### config.mk
export PLATFORM = sky130hd
export DESIGN_NAME = stage_seq
export DESIGN_NICKNAME = d
export VERILOG_FILES = /design/src/rtl/agc_stage_pkg.sv /design/src/rtl/tp_ring.sv /design/src/rtl/stage_seq.sv
export SDC_FILE = /design/constraint.sdc
export NUM_CORES = 1
export LEC_CHECK = 0
export CAP_MARGIN = 40
export CORE_ASPECT_RATIO = 0.9
export CORE_MARGIN = 2
export CORE_UTILIZATION = 37
export DETAILED_ROUTE_END_ITERATION = 7
export PLACE_DENSITY = 0.75
export SYNTH_ARGS = -nofsm -noshare
export SYNTH_HDL_FRONTEND = slang
export SYNTH_SLANG_ARGS = --single-unit
### constraint.sdc
create_clock -name CLOCK -period 1.9 [get_ports CLOCK]
set_clock_uncertainty 0.15 [all_clocks]
set_input_delay 0.38 -clock CLOCK [delete_from_list [all_inputs] [get_ports CLOCK]]
set_output_delay 0.38 -clock CLOCK [all_outputs]
set_load 0.01 [all_outputs]
### src/rtl/agc_stage_pkg.sv
// Shared definitions for the stage sequencer: ring length, stage codes and
// the divide-sequence successor function.
package agc_stage_pkg;

    localparam int NTP_DEF = 12;

    localparam logic [2:0] STG_DV0 = 3'd0;
    localparam logic [2:0] STG_DV1 = 3'd1;
    localparam logic [2:0] STG_DV3 = 3'd3;
    localparam logic [2:0] STG_DV7 = 3'd7;
    localparam logic [2:0] STG_DV6 = 3'd6;
    localparam logic [2:0] STG_DV4 = 3'd4;

    // Result of one divide step: legal=0 means the current code is not part
    // of the divide chain and the sequencer must drop out of divide.
    typedef struct packed {
        logic       legal;
        logic [2:0] code;
    } dv_step_t;

    // Successor along the divide chain 0->1->3->7->6->4. The final code (4)
    // is handled by the caller; anything off the chain is flagged illegal.
    function automatic dv_step_t next_dv_stage(input logic [2:0] cur);
        dv_step_t r;
        r.legal = 1'b1;
        r.code  = STG_DV0;
        case (cur)
            STG_DV0: r.code = STG_DV1;
            STG_DV1: r.code = STG_DV3;
            STG_DV3: r.code = STG_DV7;
            STG_DV7: r.code = STG_DV6;
            STG_DV6: r.code = STG_DV4;
            default: begin
                r.legal = 1'b0;
                r.code  = STG_DV0;
            end
        endcase
        return r;
    endfunction

endpackage

### src/rtl/tp_ring.sv
// Timepulse ring: counts 1..NTP, holds at NTP while mstp is high and
// restarts at 1 on gojam.
module tp_ring
    import agc_stage_pkg::*;
#(
    parameter int NTP = NTP_DEF,
    parameter int TPW = $clog2(NTP + 1)
) (
    input  logic           clock,
    input  logic           rst_n,
    input  logic           gojam,
    input  logic           mstp,
    output logic [TPW-1:0] tp,
    output logic           t12
);

    logic [TPW-1:0] tp_r;

    // Ring position register with restart, monitor-stop hold and wrap.
    always_ff @(posedge clock or negedge rst_n) begin
        if (!rst_n) begin
            tp_r <= TPW'(1);
        end else if (gojam) begin
            tp_r <= TPW'(1);
        end else if (tp_r == TPW'(NTP)) begin
            if (mstp) begin
                tp_r <= tp_r;
            end else begin
                tp_r <= TPW'(1);
            end
        end else begin
            tp_r <= tp_r + TPW'(1);
        end
    end

    assign tp  = tp_r;
    assign t12 = (tp_r == TPW'(NTP));

endmodule

### src/rtl/stage_seq.sv
// Stage-sequencing controller: timepulse ring, stage register STG1..STG3,
// the six-MCT divide sequence and the stage/divide decodes.
module stage_seq
    import agc_stage_pkg::*;
#(
    parameter int         NTP    = NTP_DEF,
    parameter logic [2:0] DVLAST = 3'b100
) (
    input  logic           CLOCK,
    input  logic           rst,
    input  logic           GOJAM,
    input  logic           MSTP,
    input  logic           DVST,
    input  logic           RSTSTG,
    input  logic           ST1,
    input  logic           ST2,
    output logic [NTP-1:0] T_,
    output logic [2:0]     STG,
    output logic           DIVSTG,
    output logic           DV0,
    output logic           DV1,
    output logic           DV4,
    output logic           DV376,
    output logic           DV1376,
    output logic           DV3764,
    output logic           ST0_,
    output logic           ST1_,
    output logic           ST3_,
    output logic           DVDONE
);

    localparam int TPW = $clog2(NTP + 1);

    logic [TPW-1:0] tp_s;
    logic           t12_s;
    logic           adv_s;
    logic [2:0]     stg_r;
    logic [2:0]     stg_nxt_s;
    logic           div_r;
    logic           div_nxt_s;
    dv_step_t       step_s;
    logic [NTP-1:0] t_s;

    tp_ring #(
        .NTP (NTP),
        .TPW (TPW)
    ) u_ring (
        .clock (CLOCK),
        .rst_n (rst),
        .gojam (GOJAM),
        .mstp  (MSTP),
        .tp    (tp_s),
        .t12   (t12_s)
    );

    // Stage only moves on the edge that actually leaves T12.
    assign adv_s  = t12_s & ~MSTP;
    assign step_s = next_dv_stage(stg_r);

    // Stage and divide-active registers.
    always_ff @(posedge CLOCK or negedge rst) begin
        if (!rst) begin
            stg_r <= 3'd0;
            div_r <= 1'b0;
        end else begin
            stg_r <= stg_nxt_s;
            div_r <= div_nxt_s;
        end
    end

    // Next stage: restart, stage reset, divide stepping, divide entry, normal.
    always_comb begin
        stg_nxt_s = stg_r;
        div_nxt_s = div_r;
        if (GOJAM) begin
            stg_nxt_s = 3'd0;
            div_nxt_s = 1'b0;
        end else if (adv_s) begin
            if (RSTSTG) begin
                stg_nxt_s = 3'd0;
                div_nxt_s = 1'b0;
            end else if (div_r) begin
                if (stg_r == DVLAST) begin
                    stg_nxt_s = {1'b0, ST2, ST1};
                    div_nxt_s = 1'b0;
                end else if (step_s.legal) begin
                    stg_nxt_s = step_s.code;
                    div_nxt_s = 1'b1;
                end else begin
                    stg_nxt_s = 3'd0;
                    div_nxt_s = 1'b0;
                end
            end else if (DVST && (stg_r == 3'd0)) begin
                stg_nxt_s = STG_DV0;
                div_nxt_s = 1'b1;
            end else begin
                stg_nxt_s = {1'b0, ST2, ST1};
                div_nxt_s = 1'b0;
            end
        end else begin
            stg_nxt_s = stg_r;
            div_nxt_s = div_r;
        end
    end

    // Active-low one-hot timepulse vector from the ring position.
    always_comb begin
        t_s = '1;
        for (int i = 0; i < NTP; i++) begin
            t_s[i] = (tp_s != TPW'(i + 1));
        end
    end

    // Stage and divide decodes from the registered state.
    always_comb begin
        DV0    = div_r & (stg_r == STG_DV0);
        DV1    = div_r & (stg_r == STG_DV1);
        DV4    = div_r & (stg_r == STG_DV4);
        DV376  = div_r & ((stg_r == STG_DV3) | (stg_r == STG_DV7) | (stg_r == STG_DV6));
        DV1376 = div_r & ((stg_r == STG_DV1) | (stg_r == STG_DV3) | (stg_r == STG_DV7) |
                          (stg_r == STG_DV6));
        DV3764 = div_r & ((stg_r == STG_DV3) | (stg_r == STG_DV7) | (stg_r == STG_DV6) |
                          (stg_r == STG_DV4));
        ST0_   = ~(~div_r & (stg_r == 3'd0));
        ST1_   = ~(~div_r & (stg_r == 3'd1));
        ST3_   = ~(~div_r & (stg_r == 3'd3));
        DVDONE = div_r & (stg_r == DVLAST) & t12_s;
    end

    assign T_     = t_s;
    assign STG    = stg_r;
    assign DIVSTG = div_r;

endmodule

Word-level counts from Yosys, hierarchy flattened
Cells that the tools add are included.
- register bits after elaboration: 8
- latch bits: 0
- bits in writable memories: 0
- memory bits (read-only): 0
- bits of input ports: 8
- output and inout port bits: 26
- memories: 0
- add/subtract/negate cells: 1
- multiply operators: 0
- div/mod/pow operators: 0
- $lt $le $gt $ge: 0
- equality and inequality tests: 19
- shift operators: 0
- multiplexer cells: 19
- bitwise gates (word level): 22
- reductions and logical operators: 4
- operator list (kind ; number):
    inequality test 4 bit (second input constant) ; 5
    2-to-1 mux 3 bit ; 6
    inequality test 4 x 3 -> 1 bit (second input constant) ; 4
    one-hot mux 3 bit (5 select lines) ; 1
    2-to-1 mux 4 bit ; 3
    bitwise AND 1 bit ; 11
    equality test 3 bit (second input constant) ; 3
    2-to-1 mux 1 bit ; 8
    inequality test 4 x 2 -> 1 bit (second input constant) ; 2
    bitwise OR 1 bit ; 6
    inverter 1 bit ; 5
    OR reduction 5 bit ; 1
    adder 4 x 1 -> 4 bit (second input constant) ; 1
    equality test 4 bit (second input constant) ; 1
    inequality test 4 x 1 -> 1 bit (second input constant) ; 1
    equality test 3 x 1 -> 1 bit (second input constant) ; 1
    equality test 3 x 2 -> 1 bit (second input constant) ; 1
    zero test 3 bit ; 1
    inequality test 3 bit (second input constant) ; 1
    2-to-1 mux 2 bit ; 1
    nonzero test 2 bit ; 1
    logical AND 1 bit ; 1

Depth between registers and ports, before layout
- depth after elaboration: 9
- gate-level depth with buffers: 6

Cells and area by module
A second synthesis with hierarchy kept.
- cells, all modules: 91
- area total of the unflattened synthesis: 714.4 um^2
- by module, submodules not included (module ; times used ; cells each ; area an instance (um^2)):
    stage_seq ; 1 ; 69 ; 484.2
    tp_ring ; 1 ; 22 ; 230.2

Worst setup path before layout
Ideal clock, no wire load.
- path kind: register -> register
- start: register u_ring.tp_r[0] (netlist: u_ring.tp[0])
- end: register stg_r[1] (netlist: STG[1])
- setup time: 0.124 ns
- arrival time: 1.634 ns
- slack: -0.008 ns
- cell stages (with the launch flop): 7
- buffers on the path: 1
- clock period less this slack: 1.908 ns
- cell sequence: dfstp_2 -> inv_1 -> ha_1 -> and4b_1 -> buf_6 -> and4_1 -> a211o_1
- longest elaborated chain between the ends: 3
- ends and longest elaborated chain (element ; line ; source):
    start: declaration ; tp_ring.sv:17 ; logic [TPW-1:0] tp_r;
    start signal: assignment ; tp_ring.sv:27 ; tp_r <= tp_r;
    start signal: assignment ; tp_ring.sv:32 ; tp_r <= tp_r + TPW'(1);
    equality test 4 bit ; tp_ring.sv:37 ; assign t12 = (tp_r == TPW'(NTP));
    bitwise AND 1 bit ; stage_seq.sv:57 ; assign adv_s = t12_s & ~MSTP;
    nonzero test 2 bit (no line) ; - ;
    end signal: assignment ; stage_seq.sv:66 ; stg_r <= stg_nxt_s;
    end: declaration ; stage_seq.sv:37 ; logic [2:0] stg_r;
Every way passes these cells.
A chain may end at the register's enable or synchronous reset.

Final worst setup path
- start: register stg_r[2] (netlist: STG[2])
- end: output port DV376
- longest elaborated chain between the ends: 4
- elaborated cells between the ends (all ways): 6
- classes of those cells: eq/ne (3); bitwise (3)
- ends and longest elaborated chain (element ; line ; source):
    equality test 3 x 2 -> 1 bit or equality test 3 bit (tied branches) ; stage_seq.sv:119 ; DV376 = div_r & ((stg_r == STG_DV3) | (stg_r == STG_DV7) | (stg_r == STG_DV6));
    bitwise OR 1 bit ; stage_seq.sv:119 ;
    bitwise OR 1 bit (*) ; stage_seq.sv:119 ;
    bitwise AND 1 bit (*) ; stage_seq.sv:119 ;
    end: declaration ; stage_seq.sv:23 ; output logic DV376,
Mark *: on every way between the ends. The rest lies on a longest branch, timed or not.

==> reports/qor.txt <==
status: complete, no violations
Syn Area/Cell: 8.04 µm²
number of buffers added on ports: 33
minimum clock period: 1.86 ns
cts hold-fix bufs: 0
worst r2r dst: STG[1]
WS Path Type: reg -> out
FF-to-FF path depth: 5
final setup TNS: 0 ns
cts bufs inserted: 3
Syn. warnings: 0
first-pass iteration count of the detailed router: 4
ANT nets after route: 0
Root Driver: clkbuf_4
max-slew violations: 0
PwrDens: 425 mW/mm²
Setup violations, final: 0
worst min path class: in -> async
total grt overflow: 0
Max FO, Critical Path: 4
core area: 0.00191 mm²
Area Growth Syn to Fin: 63.7%
Worst-Margin Slew: 0.383 ns
r2r startpoint: u_ring.tp[0]
fmax: 538 MHz
gate count of the mapped netlist: 94
TritonCTS Sinks: 8
highest routed layer: met4
Switching Share: 32.5%
# nets final: 156
synthesized flop and latch total: 8
WP data required: 1.37 ns
Filler cells: 169
Startpoint Class: flip-flop
Max VDD drop: 393 µV
Leakage: 0.611 nW
met3 WL: 123 µm
clk buf depth: 2
wire length per cell: 14.8 µm
met1 wire length: 1070 µm
syn_nets: 106
largest net degree at the start of global routing: 10
setup repair after global routing missed its margin: no
Initial Util: 39.5%
Setup crit end kind: primary output
clock group share of total power: 28.1%
R2R Setup Slk: 0.08 ns
Psw: 0.000171 W
DRT Wirelength: 2490 µm
vias in the first global route: 822
number of DRC markers in iteration 0: 30
internal power: 0.000355 W
sequential group share of total power: 36.1%
Max H-tree Level: 1
final period utilization: 97.8%
routed length on met2: 1260 µm
Reg clk slew, reported paths: 0.07 ns
crit path DAT: 1.33 ns
layout cells sized above 1: 38.5%
GRT Total Usage: 21.9%
sequential area share after synthesis: 26.7%
drt via density: 5.18
post-synthesis cell area: 756 µm²
antenna cell count: 0
RePlAce Congestion: 0.903
Die Span Y: 46.9 µm
Die Width: 51.6 µm
fin util: 64.6%
IO Count: 34
# rows: 15
DR DRC count: 0
via count: 870
first-pass GRT wire length: 3850 µm
dpl hpwl: 1790 µm
antenna violations before repair: 0
Max Cap Viol: 0
share of power burned in combinational logic: 35.8%
synth unique cells: 38
Worst slew margin: 74.4%
CTS tree: done
final hold violations: 0
Worst-Skew Late Latency: 0.26 ns
die area: 0.00242 mm²
## through the flow
step	setup WS (ns)	cell area, µm²	power (W)	cells	hold WS, ns
CTS	-0.00811	1270	0.000522	167	0.259
global route	0.000303	1240	0.000555	168	0.277
floorplan	0.0452	758	0.000273	94	-0.0656
finish	0.0416	1240	0.000526	168	0.248
detailed placement	-0.166	1170	0.000367	159	0.538
global placement	-0.130	1170	0.000358	159	0.480
## final cells by class
type	instances	area [µm²]	area share, %
Sequential cell	8	204	16.5
Timing Repair Buffer	52	408	33.0
Multi-Input combinational cell	77	561	45.3
Inverter	2	7.51	0.607
Tap cell	25	31.3	2.53
Clock buffer	4	26.3	2.12
## kinds of logic after synthesis
group / Yosys count / synth area share, %
AO/OA/AOI/OAI: 12 / 12.4
multiplexers: 3 / 4.14
adder cells (fa/ha/maj): 4 / 6.62
AND/OR/NAND/NOR: 57 / 41.1
buffers and inverters: 9 / 7.95
XOR/XNOR: 1 / 1.16
flip-flops: 8 / 26.7
## power by group through the flow
| stage | sequential, W | combinational, W | clock [W] |
|---|---|---|---|
| floorplan | 0.000192 | 0.0000811 | 0 |
| global placement | 0.000191 | 0.000167 | 0 |
| detailed placement | 0.000192 | 0.000175 | 0 |
| CTS | 0.000190 | 0.000187 | 0.000146 |
| global route | 0.000191 | 0.000203 | 0.000161 |
| finish | 0.000190 | 0.000188 | 0.000148 |
## cell usage in the layout, fill, tap and decap left out, drive strengths merged, types with 2 or more instances in the layout
cell type      count
nand2             16
nand2b             6
nor3               5
ha                 4
nor2              11
clkdlybuf4s15      3
inv                2
dfrtp              7
nor2b              3
nand3              3
dlymetal6s2s       2
clkdlybuf4s50      7
dlygate4sd2        8
buf               23
mux2i              2
nor3b              3
clkbuf            13
a21boi             2
a21oi              2
or2                2
## cell usage after synthesis
master     count  area (µm²)
o2bb2ai_1      1        8.76
a22o_1         1        8.76
nand2b_1       6        37.5
a32o_1         1        10.0
a22oi_1        1        7.51
a31oi_1        1        6.26
nand3_1        3        15.0
nand2_1       16        60.1
dfrtp_1        7         175
nor3_1         3        15.0
o211a_1        1        10.0
buf_2          3        15.0
a21boi_0       2        15.0
and4b_1        1        10.0
clkbuf_1       1        3.75
or2_1          1        6.26
and2b_1        1        7.51
a211o_1        1        8.76
and3b_1        1        8.76
or2_4          1        8.76
xnor2_1        1        8.76
dfstp_2        1        26.3
and4_1         1        8.76
buf_6          3        33.8
inv_1          2        7.51
mux2_2         1        11.3
o32ai_1        1        8.76
nand4_1        1        6.26
ha_1           4        50.1
mux2i_1        2        20.0
a21oi_1        2        10.0
nor3b_1        3        22.5
or4b_1         1        10.0
nor3_2         2        20.0
nand3b_1       1        7.51
nor2_1        11        41.3
nor2b_1        3        18.8
and3_1         1        6.26
## per-layer routing
metal / global-route usage [%] / vias up
li1: - / 425
met1: 28.1 / 416
met2: 37.9 / 25
met3: 4.78 / 4
met4: 5.79 / 0
met5: 0 / -
## worst max-delay path by stage
stage	startpoint	end	slack (ns)	cells after the start
floorplan	u_ring.tp[0]	STG[1]	0.05	6
global placement	u_ring.tp[1]	DVDONE	-0.13	5
detailed placement	u_ring.tp[1]	DVDONE	-0.17	5
CTS	u_ring.tp[0]	T_[0]	-0.008	4
global route	STG[2]	DV376	0.0003	4
finish	STG[2]	DV376	0.04	4
## repair_timing
item / CTS / global route
resized for setup: 56 / 23
endpoints found under the setup margin: 25 / 20
buffers inserted: 4 / 1
pin swaps: 1 / 3
gates cloned: 0 / 0
## sequential cells by signal, indices dropped and copies added, names as in the netlist
signal / flops
DIVSTG: 1
STG: 3
u_ring.tp: 4
## worst max-delay path, stage by stage (launching register included)
cell	delay (ns)
dfrtp_2	0.43
buf_4	0.17
nor2_4	0.11
nor2_1	0.08
dlygate4sd2_1	0.29
Power figures use the tool's default switching activity.
